==> src/rtl/seq_pkg.sv <==
// Shared types and constants for the program sequencer.
// Covers the sequencer FSM states, the processor opcode field values and the word width.
package seq_pkg;

    localparam int WORD_W = 9;

    typedef enum logic [2:0] {
        IDLE,
        ISSUE,
        IMM,
        WAIT,
        HALT
    } seq_state_e;

    // Opcode occupies the top three bits of an instruction word (III XXX YYY)
    localparam logic [2:0] OP_MV  = 3'b000;
    localparam logic [2:0] OP_MVI = 3'b001;
    localparam logic [2:0] OP_ADD = 3'b010;
    localparam logic [2:0] OP_SUB = 3'b011;

endpackage

==> src/rtl/program_ram.sv <==
// Program memory: one synchronous write port and one asynchronous read port.
// Contents are deliberately not reset.
module program_ram
    import seq_pkg::*;
#(
    parameter int DEPTH  = 32,
    parameter int ADDR_W = 5
) (
    input  logic              clk_i,
    input  logic              we_i,
    input  logic [ADDR_W-1:0] waddr_i,
    input  logic [WORD_W-1:0] wdata_i,
    input  logic [ADDR_W-1:0] raddr_i,
    output logic [WORD_W-1:0] rdata_o
);

    logic [WORD_W-1:0] mem_q [DEPTH];

    // Write port: the new word is visible after the clock edge
    always_ff @(posedge clk_i) begin
        if (we_i) begin
            mem_q[waddr_i] <= wdata_i;
        end
    end

    // Read port is combinational so DIN follows pc within the same cycle
    assign rdata_o = mem_q[raddr_i];

endmodule

==> src/rtl/program_sequencer.sv <==
// Instruction feeder for the 9-bit bus processor. It issues each program word with a
// one-cycle Run pulse, supplies the mvi immediate in the next cycle, then waits for Done.
// Optional feature macro: SEQ_TIMEOUT_EN adds a Done watchdog that raises Error and halts.
module program_sequencer
    import seq_pkg::*;
#(
    parameter int DEPTH   = 32,
    parameter int ADDR_W  = 5,
    parameter int TIMEOUT = 16
) (
    input  logic              Clock,
    input  logic              Reset,
    input  logic              Start,
    input  logic [ADDR_W:0]   Length,
    input  logic              LoadEn,
    input  logic [ADDR_W-1:0] LoadAddr,
    input  logic [WORD_W-1:0] LoadData,
    input  logic              Done,
    output logic              Run,
    output logic [WORD_W-1:0] DIN,
    output logic              Busy,
    output logic              Halted,
    output logic [7:0]        InstrCount,
    output logic              Error
);

    localparam logic [ADDR_W:0] DEPTH_L = DEPTH[ADDR_W:0];

    seq_state_e        state_q, state_d;
    logic [ADDR_W:0]   pc_q, pc_d;
    logic [7:0]        icount_q, icount_d;
    logic [WORD_W-1:0] ram_rdata;
    logic [WORD_W-1:0] fetch_word;
    logic              ram_we;
    logic              accept_start;
    logic              complete;
    logic              waiting;
    logic              timeout_hit;

    // Loads are only accepted while no program is executing
    assign ram_we = LoadEn && ((state_q == IDLE) || (state_q == HALT));

    program_ram #(
        .DEPTH  (DEPTH),
        .ADDR_W (ADDR_W)
    ) u_ram (
        .clk_i   (Clock),
        .we_i    (ram_we),
        .waddr_i (LoadAddr),
        .wdata_i (LoadData),
        .raddr_i (pc_q[ADDR_W-1:0]),
        .rdata_o (ram_rdata)
    );

    // Addresses past the end of memory read as zero
    assign fetch_word = (pc_q < DEPTH_L) ? ram_rdata : '0;

    assign accept_start = Start && (Length != '0) &&
                          ((state_q == IDLE) || (state_q == HALT));
    assign waiting      = ((state_q == IMM) || (state_q == WAIT)) && !Done;

    // Next-state, program counter and completion counter
    always_comb begin
        state_d  = state_q;
        pc_d     = pc_q;
        icount_d = icount_q;
        complete = 1'b0;

        case (state_q)
            IDLE, HALT: begin
                if (accept_start) begin
                    state_d  = ISSUE;
                    pc_d     = '0;
                    icount_d = '0;
                end
            end
            ISSUE: begin
                // Done cannot arrive in the Run cycle, so it is not looked at here
                pc_d    = pc_q + 1'b1;
                state_d = (fetch_word[WORD_W-1 -: 3] == OP_MVI) ? IMM : WAIT;
            end
            IMM: begin
                pc_d = pc_q + 1'b1;
                if (Done) begin
                    complete = 1'b1;
                end else begin
                    state_d = WAIT;
                end
            end
            WAIT: begin
                if (Done) begin
                    complete = 1'b1;
                end
            end
            default: begin
                state_d = IDLE;
            end
        endcase

        // Completion compares against the already-advanced pc so a trailing immediate counts
        if (complete) begin
            if (icount_q != 8'hFF) begin
                icount_d = icount_q + 8'd1;
            end
            state_d = (pc_d >= Length) ? HALT : ISSUE;
        end

        if (timeout_hit) begin
            state_d = HALT;
        end
    end

`ifdef SEQ_TIMEOUT_EN
    localparam int TMO_W = $clog2(TIMEOUT + 1);
    localparam logic [TMO_W-1:0] TIMEOUT_L = TIMEOUT[TMO_W-1:0];

    logic [TMO_W-1:0] tmo_q, tmo_d;
    logic             err_q, err_d;
    logic [TMO_W-1:0] tmo_inc;

    assign tmo_inc     = tmo_q + 1'b1;
    assign timeout_hit = waiting && (tmo_inc == TIMEOUT_L);

    // Watchdog counts IMM/WAIT cycles since the Run without a Done
    always_comb begin
        tmo_d = tmo_q;
        err_d = err_q;
        if (state_q == ISSUE) begin
            tmo_d = '0;
        end else if (waiting) begin
            tmo_d = tmo_inc;
        end
        if (accept_start) begin
            err_d = 1'b0;
        end else if (timeout_hit) begin
            err_d = 1'b1;
        end
    end

    // Watchdog counter and sticky error flag
    always_ff @(posedge Clock or negedge Reset) begin
        if (!Reset) begin
            tmo_q <= '0;
            err_q <= 1'b0;
        end else begin
            tmo_q <= tmo_d;
            err_q <= err_d;
        end
    end

    assign Error = err_q;
`else
    localparam int UNUSED_TIMEOUT = TIMEOUT;
    logic unused_waiting;

    assign unused_waiting = waiting;
    assign timeout_hit    = 1'b0;
    assign Error          = 1'b0;
`endif

    // Sequencer state, program counter and instruction count
    always_ff @(posedge Clock or negedge Reset) begin
        if (!Reset) begin
            state_q  <= IDLE;
            pc_q     <= '0;
            icount_q <= '0;
        end else begin
            state_q  <= state_d;
            pc_q     <= pc_d;
            icount_q <= icount_d;
        end
    end

    // Run is a decode of the registered state; DIN carries memory data only while fetching
    assign Run        = (state_q == ISSUE);
    assign DIN        = ((state_q == ISSUE) || (state_q == IMM)) ? fetch_word : '0;
    assign Busy       = (state_q == ISSUE) || (state_q == IMM) || (state_q == WAIT);
    assign Halted     = (state_q == HALT);
    assign InstrCount = icount_q;

endmodule

==> config.mk <==
export PLATFORM = sky130hd
export DESIGN_NAME = program_sequencer
export DESIGN_NICKNAME = d
export VERILOG_FILES = /design/src/rtl/seq_pkg.sv /design/src/rtl/program_ram.sv /design/src/rtl/program_sequencer.sv
export SDC_FILE = /design/constraint.sdc
export NUM_CORES = 1
export LEC_CHECK = 0
export CAP_MARGIN = 5
export CORE_MARGIN = 2
export CORE_UTILIZATION = 25
export DETAILED_ROUTE_END_ITERATION = 16
export GPL_TIMING_DRIVEN = 0
export PLACE_DENSITY = 0.51
export SLEW_MARGIN = 20
export SYNTH_ARGS = -nofsm -noshare
export SYNTH_HDL_FRONTEND = slang
export SYNTH_SLANG_ARGS = --single-unit
==> constraint.sdc <==
create_clock -name Clock -period 2.4 [get_ports Clock]
set_clock_uncertainty 0.15 [all_clocks]
set_input_delay 0.48 -clock Clock [delete_from_list [all_inputs] [get_ports Clock]]
set_output_delay 0.48 -clock Clock [all_outputs]
set_load 0.05 [all_outputs]
---- Word level (Yosys, flattened, before mapping) ----
Memories as Yosys holds them, arrays and structs flattened.
Cells that the tools add are included.
storage, ports and cells
  register bits after elaboration ......... 17
  memories ................................ 1
  RAM bits ................................ 288
operators by class
  reduce and logical (&&, ||, !) cells .... 12
  add/subtract/negate cells ............... 2
  multiplexer cells ....................... 18
  equality and inequality tests ........... 9
  $lt $le $gt $ge ......................... 2
memories
  memory       words  bits a word  rd ports  clocked after Yosys merged registers in  wr ports  line               source
  u_ram.mem_q  32     9            1         0                                        1         program_ram.sv:17  logic [WORD_W-1:0] mem_q [DEPTH];
operators with widths
  operator                                            number
  two-way mux 8 bit                                   4
  two-way mux 9 bit                                   2
  two-way mux 3 bit                                   4
  case mux 3 bit (4 select lines)                     1
  case mux 6 bit (2 select lines)                     1
  adder 8 x 1 -> 8 bit (second input constant)        1
  != test 8 bit (second input constant)               1
  adder 6 x 1 -> 6 bit (second input constant)        1
  == test 3 x 1 -> 1 bit (second input constant)      2
  == test 3 x 2 -> 1 bit (second input constant)      2
  greater-or-equal comparator 6 bit                   1
  less-than comparator 6 bit (second input constant)  1
  two-way mux 6 bit                                   1
  != test 3 bit (second input constant)               2
  nonzero test 6 bit                                  1
  OR reduction 2 bit                                  3
  two-way mux 1 bit                                   5
  == test 3 bit (second input constant)               1
  logical AND 1 bit                                   3
  zero test 3 bit                                     1
  logical OR 1 bit                                    3
  AND reduction 3 bit                                 1
  != test 2 bit (second input constant)               1

---- Depth between registers and ports, before layout ----
  depth after elaboration ................. 8
  depth in mapped cells ................... 14
  depth with buffers taken out ............ 13

---- Modules after synthesis ----
From an unflattened synthesis, not the netlist that was laid out.
second synthesis, totals
  cells, all modules ...................... 586
  area, all modules ....................... 12259.3 um^2
modules (own cells, without submodules)
  module             cells an instance  times used  seq. area each (um^2)  area each (um^2)
  program_ram        454                1           8648.3                 11101.9
  program_sequencer  132                1           425.4                  1157.4

---- Worst setup path after synthesis ----
OpenSTA, ideal clock, no wires.
  path type ............................... in2reg
  start point ............................. input port Length[5]
  end point ............................... register state_q[0]
  buffers on the path ..................... 0
  arrival ................................. 3028 ps
  cell stages on the path ................. 13
  setup slack ............................. -845 ps
  required time ........................... 2183 ps
  cells stage by stage .................... or4_1 o31ai_1 nor3_1 nor2_1 nand2_1 o21a_1 ha_1 nand2b_1 a21o_1 a21o_1 a211oi_1 o31a_1 o32a_1
on the way
  word-level cells in the longest chain between the ends .. 8
  elaborated cells on any way between the ends .. 10
  those cells by class .................... order compare: 1; eq/ne: 1; mux: 4; reduce/logical: 4
ends and longest elaborated chain
  what                               line                      source
  start: declaration                 program_sequencer.sv:14   input logic [ADDR_W:0] Length,
  nonzero test 6 bit                 program_sequencer.sv:58   assign accept_start = Start && (Length != '0) &&
  logical AND 1 bit (2 in a row)     program_sequencer.sv:58
  two-way mux 6 bit                  program_sequencer.sv:71   if (accept_start) begin
  case mux 6 bit (2 select lines)    program_sequencer.sv:69   case (state_q)
  greater-or-equal comparator 6 bit  program_sequencer.sv:105  state_d = (pc_d >= Length) ? HALT : ISSUE;
  two-way mux 3 bit                  program_sequencer.sv:105
  two-way mux 3 bit                  program_sequencer.sv:101  if (complete) begin
  end signal: assignment             program_sequencer.sv:168  state_q <= state_d;
  end: declaration                   program_sequencer.sv:29   seq_state_e state_q, state_d;
Parallel ways exist; a longest one is shown, timed or not.
A chain may end at the register's enable or synchronous reset.

---- Worst setup path in the final report ----
  start point ............................. register pc_q[0]
  end point ............................... output port DIN[2]
on the way
  word-level cells in the longest chain between the ends .. 3
  elaborated cells on any way between the ends .. 4
  those cells by class .................... order compare: 1; mux: 2; memory: 1
ends and longest elaborated chain
  what                                                                      line                      source
  start: declaration                                                        program_sequencer.sv:30   logic [ADDR_W:0] pc_q, pc_d;
  start signal: assignment                                                  program_sequencer.sv:169  pc_q <= pc_d;
  memory (32 x 9 bit) / less-than comparator 6 bit (equally long branches)  -
  two-way mux 9 bit (*)                                                     program_sequencer.sv:56   assign fetch_word = (pc_q < DEPTH_L) ? ram_rdata : '0;
  two-way mux 9 bit (*)                                                     program_sequencer.sv:176  assign DIN = ((state_q == ISSUE) || (state_q == IMM)) ? fetch_word : '0;
  end: declaration                                                          program_sequencer.sv:20   output logic [WORD_W-1:0] DIN,
Every way passes the cells marked *; elsewhere a longest branch is shown, timed or not.

==> qor.txt <==
Int Power = 12.2 mW
Crit path depth = 11
Cell Rows = 81
Final hold violations = 0
Largest net degree at the start of global routing = 33
Total net switching power = 5.97 mW
Nets = 877
Crit path launch type = flip-flop
CP dominant cell by count = buf_12
DP Cell Count = 1429
Synthesized instance count = 721
Netlist Area Pre-Place = 12400 um2
Clk slew on worst S/H paths = 0.06 ns
Worst Hold Path Cells = 5
CTS buffer count = 35
Effective utilization at floorplan = 25.3%
Yosys reg bits = 305
Die footprint = 51400 um2
Critical Path AT = 2.80 ns
Drt pass-1 iters = 5
Failing checks = setup timing
Post-Layout Cell Count = 1534
Slowest CP cell = dfrtp_1
Htree depth = 2
Hold/Removal Path Class = in -> reg
Placer Congestion = 0.817
Worst Setup End Kind = output port
Final setup violation count = 11
Detail Route Antenna Nets = 0
VDD IR max = 0.409 mV
Clk root buf = clkbuf_16
Tcrit/Tclk final = 143%
I/O Pins = 46
Syn avg cell area = 17.2 um2
Seq/Total Area, Yosys = 73.2%
Setup repair after global routing missed its margin = yes
Diode count = 0
Top_reg_cell synth = edfxtp_1
Setup ws final = -1.03 ns
Sequential power share = 33.3%
Status = finished with violations
F_max = 292 MHz
Pleak = 5.30 nW
DR vias = 7053
# fillers = 4639
Die height = 227 um
Slew HR = 37.3%
Max cap viols = 0
Drt drc = 0
Syn_nets = 754
Vias in the first global route = 7268
Die X = 227 um
Multi-input logic area = 3750 um2
Crit path kind = reg -> out
Iteration-0 DRC Markers = 580
Placed instance area = 13800 um2
Ys Warns = 0
CP Max Fanout = 10
Initial antenna violation count = 1
Vias/cell = 4.60
Power per Cell Area = 1120 nW/um2
Final global-route overflow total = 0
Crit path max-delay family = buffers and inverters
Reg2reg path depth = 15
Slew Viols, Final = 0
First-pass GRT wire length = 49.8 mm
Period minus WS final = 3.43 ns
Combinational Power Share = 38.0%
Setup tns final = -9.69 ns
Area grow syn2layout = 30.2%
WL/cell = 22.3 um
CP Cell Sequence = buf_6, buf_12, buf_12, buf_12, mux2i_2, o221ai_2, buf_4, o22ai_4, a211oi_4, o21a_2, buf_8
TritonCTS clock tree = yes
Overall Global Routing Usage = 13.5%
Critical path's largest stage delay = 0.42 ns
Clk pwr share = 28.7%
Sw Share = 32.8%
Yosys cell types = 44
Placeable Area = 49000 um2
Worst path bufs/invs = 6
Post-DP HPWL = 21.5 mm
Register area = 9080 um2
Post-synth EDFFs = 288
Clk Latency, worst-skew pair = 0.52 ns
Clock Tree Buf Depth = 3
Fraction of layout cells with a size suffix above 1 = 35.9%
IO Port Bufs = 44
Clock Sinks = 305
Post-synth ARST share = 5.57%
Design Area, Final = 16200 um2
Actual slew at the worst max-slew pin = 0.937 ns
Detailed Route WL = 34.2 mm
Req. time, crit path = 1.77 ns
final cells by class:
type / instances / share of cell area [%]
repair buffers: 87 / 5.90
clock buffers: 50 / 6.10
inverters: 8 / 0.186
plain buffers: 32 / 2.39
multi-input cells: 375 / 23.2
clock inverters: 13 / 0.821
well taps: 664 / 5.14
flip-flops and latches: 305 / 56.2
path summary, 6_finish.rpt:
| check | end | from | slack [ns] |
|---|---|---|---|
| max in group asynchronous | pc_q[3]$_DFF_PN0_ | Reset | 1.25 |
| max | DIN[2] | pc_q[0]$_DFF_PN0_ | -1.03 |
| min reg2reg | InstrCount[6]$_DFF_PN0_ | InstrCount[6]$_DFF_PN0_ | 0.39 |
| min in group asynchronous | InstrCount[1]$_DFF_PN0_ | Reset | 0.29 |
| min | state_q[2]$_DFFE_PN0P_ | Length[1] | 0.26 |
| max reg2reg | state_q[0]$_DFFE_PN0P_ | pc_q[0]$_DFF_PN0_ | -0.47 |
registers in the layout (all words and copies together), names as in the netlist:
name / count
pc_q: 6
InstrCount: 8
state_q: 3
u_ram.mem_q: 288
layer usage:
metal,routed length (um),track usage [%],share of wire [%]
met1,15400,18.6,45
met2,16300,21.6,48
met3,1720,2.49,5.0
met4,792,4.24,2.3
met5,7,0,0.020
power groups by stage:
stage	sequential [mW]	clock, mW	combinational, mW
after floorplan	6.20	0	3.51
after global placement	6.18	0	5.36
after detailed placement	6.17	0	5.36
after CTS	6.04	5.30	6.69
after global routing	6.06	5.51	7.27
final	6.05	5.21	6.91
worst register-to-register path: stages (launching register included):
cell and delay (ns):
dfrtp_1 0.41, buf_6 0.17, buf_12 0.16, buf_6 0.11, buf_12 0.16, buf_12 0.16
nand2_2 0.07, nor2_2 0.16, nor2_1 0.06, o21ai_1 0.14, nand2_2 0.09, ha_4 0.27
a21o_1 0.13, a21oi_1 0.07, o31a_1 0.29, o32a_1 0.15
cell usage after synthesis (13+ instances only):
library cell,count,area (um2)
mux4_2,36,811
dfrtp_1,17,425
a211oi_1,13,97.6
mux2_2,13,146
nand2_1,38,143
o22ai_1,15,93.8
a22oi_1,14,105
mux2i_1,60,601
nor2_1,54,203
o21ai_0,26,130
clkbuf_1,16,60.1
edfxtp_1,288,8650
a21oi_1,16,80.1
kinds of logic (layout without fill, tap and decap cells):
kind of cell / Yosys count / count (layout) / synth area share, %
multiplexers: 109 / 109 / 12.6
AO/OA/AOI/OAI: 121 / 121 / 6.51
adder cells (fa/ha/maj): 8 / 8 / 0.807
flip-flops: 305 / 305 / 73.2
buffers and inverters: 41 / 190 / 1.86
other: 1 / 1 / 0.0302
XOR/XNOR: 1 / 1 / 0.0706
AND/OR/NAND/NOR: 135 / 135 / 4.99
layout by cell type (no fill, tap or decap), types with 9 or more instances in the layout:
cell type	Yosys	routed
dfrtp_1	17	13
mux4_2	36	36
clkbuf_16	0	37
mux2i_1	60	56
a211oi_2	0	11
edfxtp_1	288	288
o22ai_2	0	9
buf_2	1	12
o21ai_0	26	13
a22oi_1	14	11
nor2_1	54	17
buf_12	0	22
clkbuf_1	16	14
nand2_1	38	32
clkdlybuf4s50_1	0	12
buf_4	10	29
nor2_4	0	29
mux2_2	13	10
o21ai_2	0	10
through the flow:
stage / setup slack [ns] / util [%] / hold slack, ns / total power, mW
after global placement: -2.04 / 28.3 / 0.366 / 11.5
after detailed placement: -2.02 / 28.2 / 0.370 / 11.5
after global routing: -1.08 / 33.0 / 0.276 / 18.8
final: -1.03 / 33.0 / 0.264 / 18.2
after CTS: -1.02 / 32.4 / 0.298 / 18.0
after floorplan: -0.656 / - / 0.0344 / 9.71
what timing repair did:
action	CTS	global route
cloned	4	0
hold buffers	0	0
setup buffers	30	9
resized for setup	237	50
pin swaps	52	30
setup endpoints to repair	312	174
No activity file was read; power rests on OpenSTA's default activity.
